<file path="src/rtl/seven_seg_field_driver.sv">
// seven_seg_field_driver
//   Captures NUM_FIELDS packed binary fields on a request, converts them one
//   after another with a single shared iterative double-dabble engine, and
//   drives DIGITS_PER_FIELD seven-segment bytes per field. Supports
//   leading-zero blanking, per-digit decimal points, overflow dashes, a
//   one-deep request buffer, and an atomic display update (hex never shows
//   a partially converted result).
//
// Ports
//   clock     rising-edge system clock
//   reset_n   asynchronous active-low reset
//   update    single-cycle request to sample and convert the fields
//   fields    packed binary values; field f at [f*FIELD_WIDTH +: FIELD_WIDTH]
//   dp_mask   1 = light the dp of digit (f*D+d)
//   blank_lz  1 = leading-zero blanking for field f
//   hex       byte (f*D+d) at [(f*D+d)*8 +: 8]; bit0..6 = a..g, bit7 = dp
//   busy      conversion in progress
//   done      one-cycle pulse when hex has been updated

// Per-digit encoder. Output is always in active-low form.
module seven_seg_digit_enc (
    input  logic [3:0] digit,
    input  logic       blank,
    input  logic       dash,
    input  logic       dp,
    output logic [7:0] seg_al
);
    logic [7:0] seg;

    always_comb begin
        seg = 8'hFF;
        case (digit)
            4'd0:    seg = 8'hC0;
            4'd1:    seg = 8'hF9;
            4'd2:    seg = 8'hA4;
            4'd3:    seg = 8'hB0;
            4'd4:    seg = 8'h99;
            4'd5:    seg = 8'h92;
            4'd6:    seg = 8'h82;
            4'd7:    seg = 8'hF8;
            4'd8:    seg = 8'h80;
            4'd9:    seg = 8'h90;
            default: seg = 8'hFF;
        endcase
        // Dash overrides everything; blanking overrides the digit glyph.
        if (dash)
            seg = 8'hBF;
        else if (blank)
            seg = 8'hFF;
        // dp goes on top of whatever glyph (including blank) was chosen.
        seg_al = {~dp, seg[6:0]};
    end
endmodule

module seven_seg_field_driver #(
    parameter int NUM_FIELDS       = 3,
    parameter int FIELD_WIDTH      = 7,
    parameter int DIGITS_PER_FIELD = 2,
    parameter int ACTIVE_LOW       = 1
) (
    input  logic                                   clock,
    input  logic                                   reset_n,
    input  logic                                   update,
    input  logic [NUM_FIELDS*FIELD_WIDTH-1:0]      fields,
    input  logic [NUM_FIELDS*DIGITS_PER_FIELD-1:0] dp_mask,
    input  logic [NUM_FIELDS-1:0]                  blank_lz,
    output logic [NUM_FIELDS*DIGITS_PER_FIELD*8-1:0] hex,
    output logic                                   busy,
    output logic                                   done
);
    localparam int NB = NUM_FIELDS * DIGITS_PER_FIELD;
    // One extra BCD digit beyond the displayed ones to detect overflow.
    localparam int BW = 4 * (DIGITS_PER_FIELD + 1);
    localparam int IW = (NUM_FIELDS > 1) ? $clog2(NUM_FIELDS) : 1;
    localparam int CW = $clog2(FIELD_WIDTH + 1);

    typedef enum logic [1:0] {IDLE, LOAD, SHIFT, STORE} state_t;

    typedef struct packed {
        logic [NUM_FIELDS*FIELD_WIDTH-1:0] fields;
        logic [NB-1:0]                     dp_mask;
        logic [NUM_FIELDS-1:0]             blank_lz;
    } req_t;

    state_t                        state, state_nxt;
    req_t                          shadow;
    logic                          pending;
    logic [IW-1:0]                 idx;
    logic [CW-1:0]                 count;
    logic [FIELD_WIDTH-1:0]        bin;
    logic [BW-1:0]                 bcd;
    logic [NB-1:0][7:0]            staging, staging_nxt, hex_al;
    logic                          done_r;

    logic                          last_field;
    logic [FIELD_WIDTH-1:0]        cur_field;
    logic [DIGITS_PER_FIELD-1:0]   cur_dp;
    logic                          cur_blz;
    logic [BW-1:0]                 bcd_adj, bcd_sh;
    logic [FIELD_WIDTH-1:0]        bin_sh;
    logic                          overflow;
    logic [DIGITS_PER_FIELD-1:0]   blank;
    logic                          lz_run;
    logic [DIGITS_PER_FIELD-1:0][7:0] enc;

    assign last_field = (idx == IW'(NUM_FIELDS - 1));
    assign busy       = (state != IDLE);
    assign done       = done_r;
    assign hex        = (ACTIVE_LOW != 0) ? hex_al : ~hex_al;

    // Select the shadowed inputs belonging to the field being converted.
    always_comb begin
        cur_field = '0;
        cur_dp    = '0;
        cur_blz   = 1'b0;
        for (int f = 0; f < NUM_FIELDS; f++) begin
            if (IW'(f) == idx) begin
                cur_field = shadow.fields[f*FIELD_WIDTH +: FIELD_WIDTH];
                cur_dp    = shadow.dp_mask[f*DIGITS_PER_FIELD +: DIGITS_PER_FIELD];
                cur_blz   = shadow.blank_lz[f];
            end
        end
    end

    // Double-dabble step: add-3 correction, then shift {bcd,bin} left.
    always_comb begin
        bcd_adj = bcd;
        for (int k = 0; k <= DIGITS_PER_FIELD; k++) begin
            if (bcd[4*k +: 4] >= 4'd5)
                bcd_adj[4*k +: 4] = bcd[4*k +: 4] + 4'd3;
        end
        bcd_sh = {bcd_adj[BW-2:0], bin[FIELD_WIDTH-1]};
        bin_sh = {bin[FIELD_WIDTH-2:0], 1'b0};
    end

    assign overflow = (bcd[BW-1 -: 4] != 4'd0);

    // Leading-zero blanking walks from the most significant digit down and
    // stops at the first non-zero digit; digit 0 always shows.
    always_comb begin
        blank  = '0;
        lz_run = cur_blz;
        for (int d = DIGITS_PER_FIELD - 1; d >= 0; d--) begin
            if (lz_run && (d != 0) && (bcd[4*d +: 4] == 4'd0))
                blank[d] = 1'b1;
            else
                lz_run = 1'b0;
        end
    end

    for (genvar d = 0; d < DIGITS_PER_FIELD; d++) begin : g_dig
        seven_seg_digit_enc u_enc (
            .digit  (bcd[4*d +: 4]),
            .blank  (blank[d]),
            .dash   (overflow),
            .dp     (cur_dp[d]),
            .seg_al (enc[d])
        );
    end

    // Staging image with the current field's bytes replaced; on the last
    // field this whole image is committed to hex in one edge.
    always_comb begin
        staging_nxt = staging;
        for (int b = 0; b < NB; b++) begin
            if (IW'(b / DIGITS_PER_FIELD) == idx)
                staging_nxt[b] = enc[b % DIGITS_PER_FIELD];
        end
    end

    always_comb begin
        state_nxt = state;
        case (state)
            IDLE:    if (update || pending) state_nxt = LOAD;
            LOAD:    state_nxt = SHIFT;
            SHIFT:   if (count == CW'(1)) state_nxt = STORE;
            STORE:   state_nxt = last_field ? IDLE : LOAD;
            default: state_nxt = IDLE;
        endcase
    end

    always_ff @(posedge clock or negedge reset_n) begin
        if (!reset_n) begin
            state   <= IDLE;
            shadow  <= '0;
            pending <= 1'b0;
            idx     <= '0;
            count   <= '0;
            bin     <= '0;
            bcd     <= '0;
            staging <= '1;
            hex_al  <= '1;
            done_r  <= 1'b0;
        end else begin
            state  <= state_nxt;
            done_r <= 1'b0;
            // Requests arriving while busy collapse into one pending flag.
            if (update && (state != IDLE))
                pending <= 1'b1;
            case (state)
                IDLE: begin
                    if (update || pending) begin
                        shadow  <= '{fields: fields, dp_mask: dp_mask, blank_lz: blank_lz};
                        pending <= 1'b0;
                        idx     <= '0;
                    end
                end
                LOAD: begin
                    bin   <= cur_field;
                    bcd   <= '0;
                    count <= CW'(FIELD_WIDTH);
                end
                SHIFT: begin
                    bin   <= bin_sh;
                    bcd   <= bcd_sh;
                    count <= count - 1'b1;
                end
                STORE: begin
                    staging <= staging_nxt;
                    if (last_field) begin
                        hex_al <= staging_nxt;
                        done_r <= 1'b1;
                    end else begin
                        idx <= idx + 1'b1;
                    end
                end
                default: ;
            endcase
        end
    end
endmodule

</file>
<file path="config.mk">
export PLATFORM = sky130hd
export DESIGN_NAME = seven_seg_field_driver
export DESIGN_NICKNAME = d
export VERILOG_FILES = /design/src/rtl/seven_seg_field_driver.sv
export SDC_FILE = /design/constraint.sdc
export NUM_CORES = 1
export LEC_CHECK = 0
export CAP_MARGIN = 20
export CELL_PAD_IN_SITES_DETAIL_PLACEMENT = 0
export CELL_PAD_IN_SITES_GLOBAL_PLACEMENT = 1
export CORE_MARGIN = 4
export CORE_UTILIZATION = 43
export CTS_BUF_LIST = sky130_fd_sc_hd__clkbuf_16
export DETAILED_ROUTE_END_ITERATION = 16
export PLACE_DENSITY = 0.89
export SYNTH_ARGS = -nofsm -noshare
export SYNTH_HDL_FRONTEND = slang
export SYNTH_SLANG_ARGS = --single-unit
</file>
<file path="constraint.sdc">
create_clock -name clock -period 2.6 [get_ports clock]
set_input_delay 0.65 -clock clock [delete_from_list [all_inputs] [get_ports clock]]
set_output_delay 0.65 -clock clock [all_outputs]
set_load 0.05 [all_outputs]
</file>
==> impl_metrics.yaml, run 1 <==
run_status:
  status: "finished, final reports clean"
placed_design:
  dpl.hpwl_um: 9836
  port_buffers: 82
  gp_congestion: 0.8491
  dp.cells: 856
  placed_area_um2: 7579
routing:
  firstDrtPassIters: 4
  drt_iter0_drc: 267
  routed_wl_um: 14250
  route.antenna.remaining_nets: 0
  vias: 4771
  routedWlPerCell_um: 16.04
  drc: 0
  via_per_inst: 5.373
yosys:
  synthFlopType: "dfstp_2"
  synth-seq-area-share: 0.5476
  ys_warn_count: 0
  synth_edf_count: 0
  synthesis.nets: 665
  yosysUniqueCellTypes: 43
  synth_area_per_cell_um2: 10.65
  synthArstFlopShare: 1.000
  synth.ff_latch_count: 138
  syn_inst: 609
  synth_area_um2: 6489
power_and_ir_drop:
  p_leak_nw: 3.382
  power.total_mw: 6.210
  vdd_drop_max_mv: 0.4787
  pwr_density_cell_nw_per_um2: 763.9
layout:
  final_cells: 888
  final_cell_area_um2: 8129
  diodes: 0
  final_net_count: 747
  area_growth_pct: 25.28
  drive_gt1_frac: 0.2599
floorplan:
  initial_core_util: 0.4431
  num_rows: 44
  io_pins: 83
  die_w_um: 130.8
  die_h_um: 130.8
  fp.coreArea_um2: 14640
  die_area_um2: 17120
critical_path:
  path_cells: "clkdlybuf4s50_1"
  crit_family: "buffers and inverters"
  critical_path_class: "register to primary output"
  critPathMaxStageDelay_ns: 0.81
  worstPathRequired_ns: 1.95
  worst-path-buf-inv: 1
  crit_fanout: 2
  startpoint_type: "register"
  slowest_stage: "clkdlybuf4s50_1"
  cp.arrival_ns: 1.77
  cp-end-kind: "primary output"
timing:
  whs_ns: 0.2331
  hold_violations: 0
  max_freq_mhz: 412.5
  fin_skew_ns: 0.008612
  setup-tns-final_ns: 0
  fin_crit_sh: 0.9324
  rsz0062_at_grt: "no"
  maxSlewViolCount: 0
  relSlewSlack: 0.5525
  finalCriticalPeriod_ns: 2.424
  tightest_slew_ns: 0.6698
  setup_viol: 0
clock_tree:
  cts_resized: 0
  cts_made_buffers: 17
  cts_buffer_depth: 2
  cts_sinks: 138
  cts_setup_buffers: 0
  clk_latency_ns: 0.42
  tritoncts: "yes"
  cts_root_buffer: "clkbuf_16"
  cts_hold_buf: 0
  h-tree-depth: 4
  clk_pin_slew_ns: 0.06
grt:
  track_usage: 0.1753
  grt_max_degree: 65
  grt_pass1_vias: 4808
  grt_overflow: 0
  grt_pass1_wl_um: 23910
  antenna_found_initial: 0
worst_hold_path:
  min_path_type: "input port to async pin"
job:
  maxCapViolCount: 0
-- where the power goes --
group	internal, mW	switching (mW)
Sequential	2.76	0.231
Combinational	0.517	0.470
Clock	1.31	0.922
Total	4.59	1.62
-- final timing paths --
kind | startpoint | end | slack [ns] | cells after the start
max | hex[4] | hex[4] | 0.18 | 1
min | reset_n | done | 0.23 | 1
max reg2reg | bcd[8] | hex[18] | 0.44 | 6
min reg2reg | hex[38] | hex[38] | 0.46 | 2
max in group asynchronous | reset_n | staging[12] | 1.60 | 2
min in group clock | hex[38] | hex[38] | 0.46 | 2
-- cell type report --
class / count / area, µm²
clock buffer: 17 / 425.4
clock inverter: 15 / 125.1
fill: 1221 / 6515
inverter: 25 / 93.84
multi-input combinational: 403 / 2680
sequential: 138 / 3553
tap: 184 / 230.2
timing repair buffer: 106 / 1021
-- Yosys cell counts (4+ instances only) --
| cell | instances | share of area |
|---|---|---|
| clkbuf_1 | 35 | 0.020 |
| mux2i_1 | 8 | 0.012 |
| o22ai_1 | 11 | 0.011 |
| o211ai_1 | 6 | 0.0069 |
| a31oi_1 | 7 | 0.0067 |
| inv_1 | 24 | 0.014 |
| nor3b_1 | 19 | 0.022 |
| a21oi_1 | 78 | 0.060 |
| mux2_2 | 39 | 0.068 |
| nand2_1 | 31 | 0.018 |
| nand2b_1 | 8 | 0.0077 |
| ha_1 | 23 | 0.044 |
| a221o_1 | 6 | 0.0093 |
| dfstp_2 | 80 | 0.32 |
| xnor2_1 | 4 | 0.0054 |
| dfrtp_1 | 58 | 0.22 |
| buf_1 | 5 | 0.0029 |
| nor3_1 | 7 | 0.0054 |
| a211oi_1 | 5 | 0.0058 |
| a21o_1 | 9 | 0.010 |
| o21ai_0 | 46 | 0.035 |
| nor2_1 | 61 | 0.035 |
-- sequential cells by signal, indices dropped and copies added, names as in the netlist --
name	cells
hex	48
staging	32
shadow	30
bcd	12
bin	7
count	3
idx	2
state	2
done	1
pending	1
-- stage by stage --
stage                     setup WS (ns)    util
after CTS                        0.1547  0.5551
after global routing             0.1361  0.5551
final                            0.1757  0.5551
after global placement           0.4366  0.5175
after floorplan                  0.6941       -
after detailed placement         0.4103  0.5175
-- metal layers --
metal	global-route usage	vias up	routed length (µm)
li1	-	2313	-
met1	0.2340	2342	6403
met2	0.2846	102	7010
met3	0.04350	14	661
met4	0.05203	0	171
met5	0	-	0
-- cell usage in the layout, fill, tap and decap left out, drive strengths merged, types with 9 or more instances in the layout --
master and n:
a21o 9, o22ai 11, nor3b 20, clkdlybuf4s50 80, clkinv 9, clkbuf 17
nor2 61, ha 23, o21ai 46, dfrtp 58, inv 27, a21oi 78
buf 26, mux2 39, nand2 31, dfstp 80
-- kinds of logic (layout without fill, tap and decap cells) --
logic type | Yosys count | count (layout) | synth area share
buffers and inverters | 68 | 163 | 0.03992
multiplexers | 47 | 47 | 0.08002
AO/OA/AOI/OAI | 190 | 190 | 0.1797
AND/OR/NAND/NOR | 138 | 138 | 0.1016
flip-flops | 138 | 138 | 0.5476
adder cells (fa/ha/maj) | 23 | 23 | 0.04435
XOR/XNOR | 5 | 5 | 0.006749
Note: power is estimated with default switching activity, not from simulation.
==> run 2: changes to the inputs <==
--- a/config.mk
+++ b/config.mk
@@ -8,11 +8,11 @@
 export CAP_MARGIN = 20
 export CELL_PAD_IN_SITES_DETAIL_PLACEMENT = 0
 export CELL_PAD_IN_SITES_GLOBAL_PLACEMENT = 1
-export CORE_MARGIN = 4
-export CORE_UTILIZATION = 43
+export CORE_ASPECT_RATIO = 1.25
+export CORE_UTILIZATION = 25
 export CTS_BUF_LIST = sky130_fd_sc_hd__clkbuf_16
 export DETAILED_ROUTE_END_ITERATION = 16
-export PLACE_DENSITY = 0.89
+export PLACE_DENSITY = 0.61
 export SYNTH_ARGS = -nofsm -noshare
 export SYNTH_HDL_FRONTEND = slang
 export SYNTH_SLANG_ARGS = --single-unit
==> run 2 against run 1 <==
Effect of this change:
- first-iteration DRC count shrank 23%
- core utilization down 22 points
- via count barely moved
- non-clock buffer count up 7
- combinational power hardly changed
==> impl_metrics.yaml, run 2 (synthesized netlist as in run 1, its figures left out) <==
timing:
  fin_skew_ns: 0.009341
  hold_violations: 0
  whs_ns: 0.1769
  rsz0062_at_grt: "no"
  finalCriticalPeriod_ns: 2.425
  setup_viol: 0
  tightest_slew_ns: 0.8393
  setup-tns-final_ns: 0
  relSlewSlack: 0.4393
  maxSlewViolCount: 0
  max_freq_mhz: 412.4
  fin_crit_sh: 0.9326
grt:
  groute.layer.met3.usage: 0.02825
  grt_pass1_vias: 4680
  track_usage: 0.1268
  use_met2: 0.2090
  antenna_found_initial: 0
  grt_pass1_wl_um: 26230
  grt.busiest_layer: "met2"
  grt_overflow: 0
  grt_use_met1: 0.1673
  grt_max_degree: 57
clock_tree:
  cts_sinks: 138
  cts_made_buffers: 17
  h-tree-depth: 4
  clk_pin_slew_ns: 0.06
  cts_buffer_depth: 2
  cts_root_buffer: "clkbuf_16"
  cts_setup_buffers: 0
  tritoncts: "yes"
  cts_hold_buf: 0
  clk_latency_ns: 0.42
  cts_resized: 0
critical_path:
  critical_path_class: "register to primary output"
  reg2reg_depth: 7
  crit_fanout: 2
  worst-path-buf-inv: 1
  crit_family: "buffers and inverters"
  cp-end-kind: "primary output"
  startpoint_type: "register"
  worstPathRequired_ns: 1.95
  path_cells: "clkdlybuf4s50_1"
  critPathMaxStageDelay_ns: 0.81
  worstReg2RegEnd: "hex[11]"
  r2r-start: "bcd[4]"
  cp.arrival_ns: 1.77
  slowest_stage: "clkdlybuf4s50_1"
  r2r_slack_ns: 0.47
routing:
  vias: 4767
  drc: 0
  firstDrtPassIters: 4
  routedWlPerCell_um: 15.24
  routed_wl_um: 15940
  via_per_inst: 4.557
  route.antenna.remaining_nets: 0
  drt_iter0_drc: 205
layout:
  final_net_count: 754
  largest_reg_flops: 48
  area_growth_pct: 29.85
  final_cells: 1046
  drive_gt1_frac: 0.2729
  fillers: 2613
  mostFrequentLayoutCells: "dfstp_2 (80), clkdlybuf4s50_1 (80), a21oi_1 (78)"
  final_cell_area_um2: 8426
  diodes: 0
power_and_ir_drop:
  vdd_drop_max_mv: 0.4695
  pwr_density_cell_nw_per_um2: 762.0
  p_leak_nw: 3.453
floorplan:
  die_h_um: 182.1
  num_rows: 65
  die_area_um2: 26610
  initial_core_util: 0.2557
  fp.coreArea_um2: 25370
  die_w_um: 146.1
  io_pins: 83
run_status:
  status: "finished, final reports clean"
job:
  maxCapViolCount: 0
placed_design:
  gp_congestion: 0.7529
  dpl.hpwl_um: 11030
  placed_area_um2: 7839
  dp.cells: 1014
  port_buffers: 82
worst_hold_path:
  min_path_type: "input port to async pin"
## run 2: cell type report
type                            count  area [µm²]  share of cell area
Clock inverter                     15       161.4             0.01916
Sequential cell                   138        3553              0.4217
Timing Repair Buffer              113        1090              0.1293
Tap cell                          335       419.2             0.04975
Inverter                           25       93.84             0.01114
Clock buffer                       17       425.4             0.05049
Multi-Input combinational cell    403        2683              0.3184
## run 2: how the worst max path moves through the flow
stage	depth (start not counted)	slack, ns	endpoint	startpoint
CTS	1	0.14	hex[34]	hex[34]
detailed placement	7	0.46	hex[11]	bcd[5]
global route	1	0.13	hex[17]	hex[17]
global placement	5	0.46	idx[0]	update
finish	1	0.18	hex[14]	hex[14]
floorplan	6	0.69	hex[14]	bcd[4]
## run 2: routing by layer
layer,vias up,share of wire
li1,2334,-
met1,2325,0.46
met2,97,0.49
met3,11,0.035
met4,0,0.0093
met5,-,0
## run 2: stage by stage
stage | setup WS [ns] | utilization | total power, mW
4_1_cts | 0.1409 | 0.3321 | 6.530
3_3_place_gp | 0.4568 | 0.3089 | 4.016
6_report | 0.1754 | 0.3321 | 6.420
5_1_grt | 0.1268 | 0.3321 | 6.768
2_1_floorplan | 0.6941 | - | 3.633
3_5_place_dp | 0.4556 | 0.3089 | 4.045
## run 2: report_power, final
| group | internal (mW) | switching [mW] | total, mW |
|---|---|---|---|
| logic | 0.531 | 0.473 | 1.00 |
| registers | 2.76 | 0.230 | 2.99 |
| clock network | 1.43 | 0.998 | 2.43 |
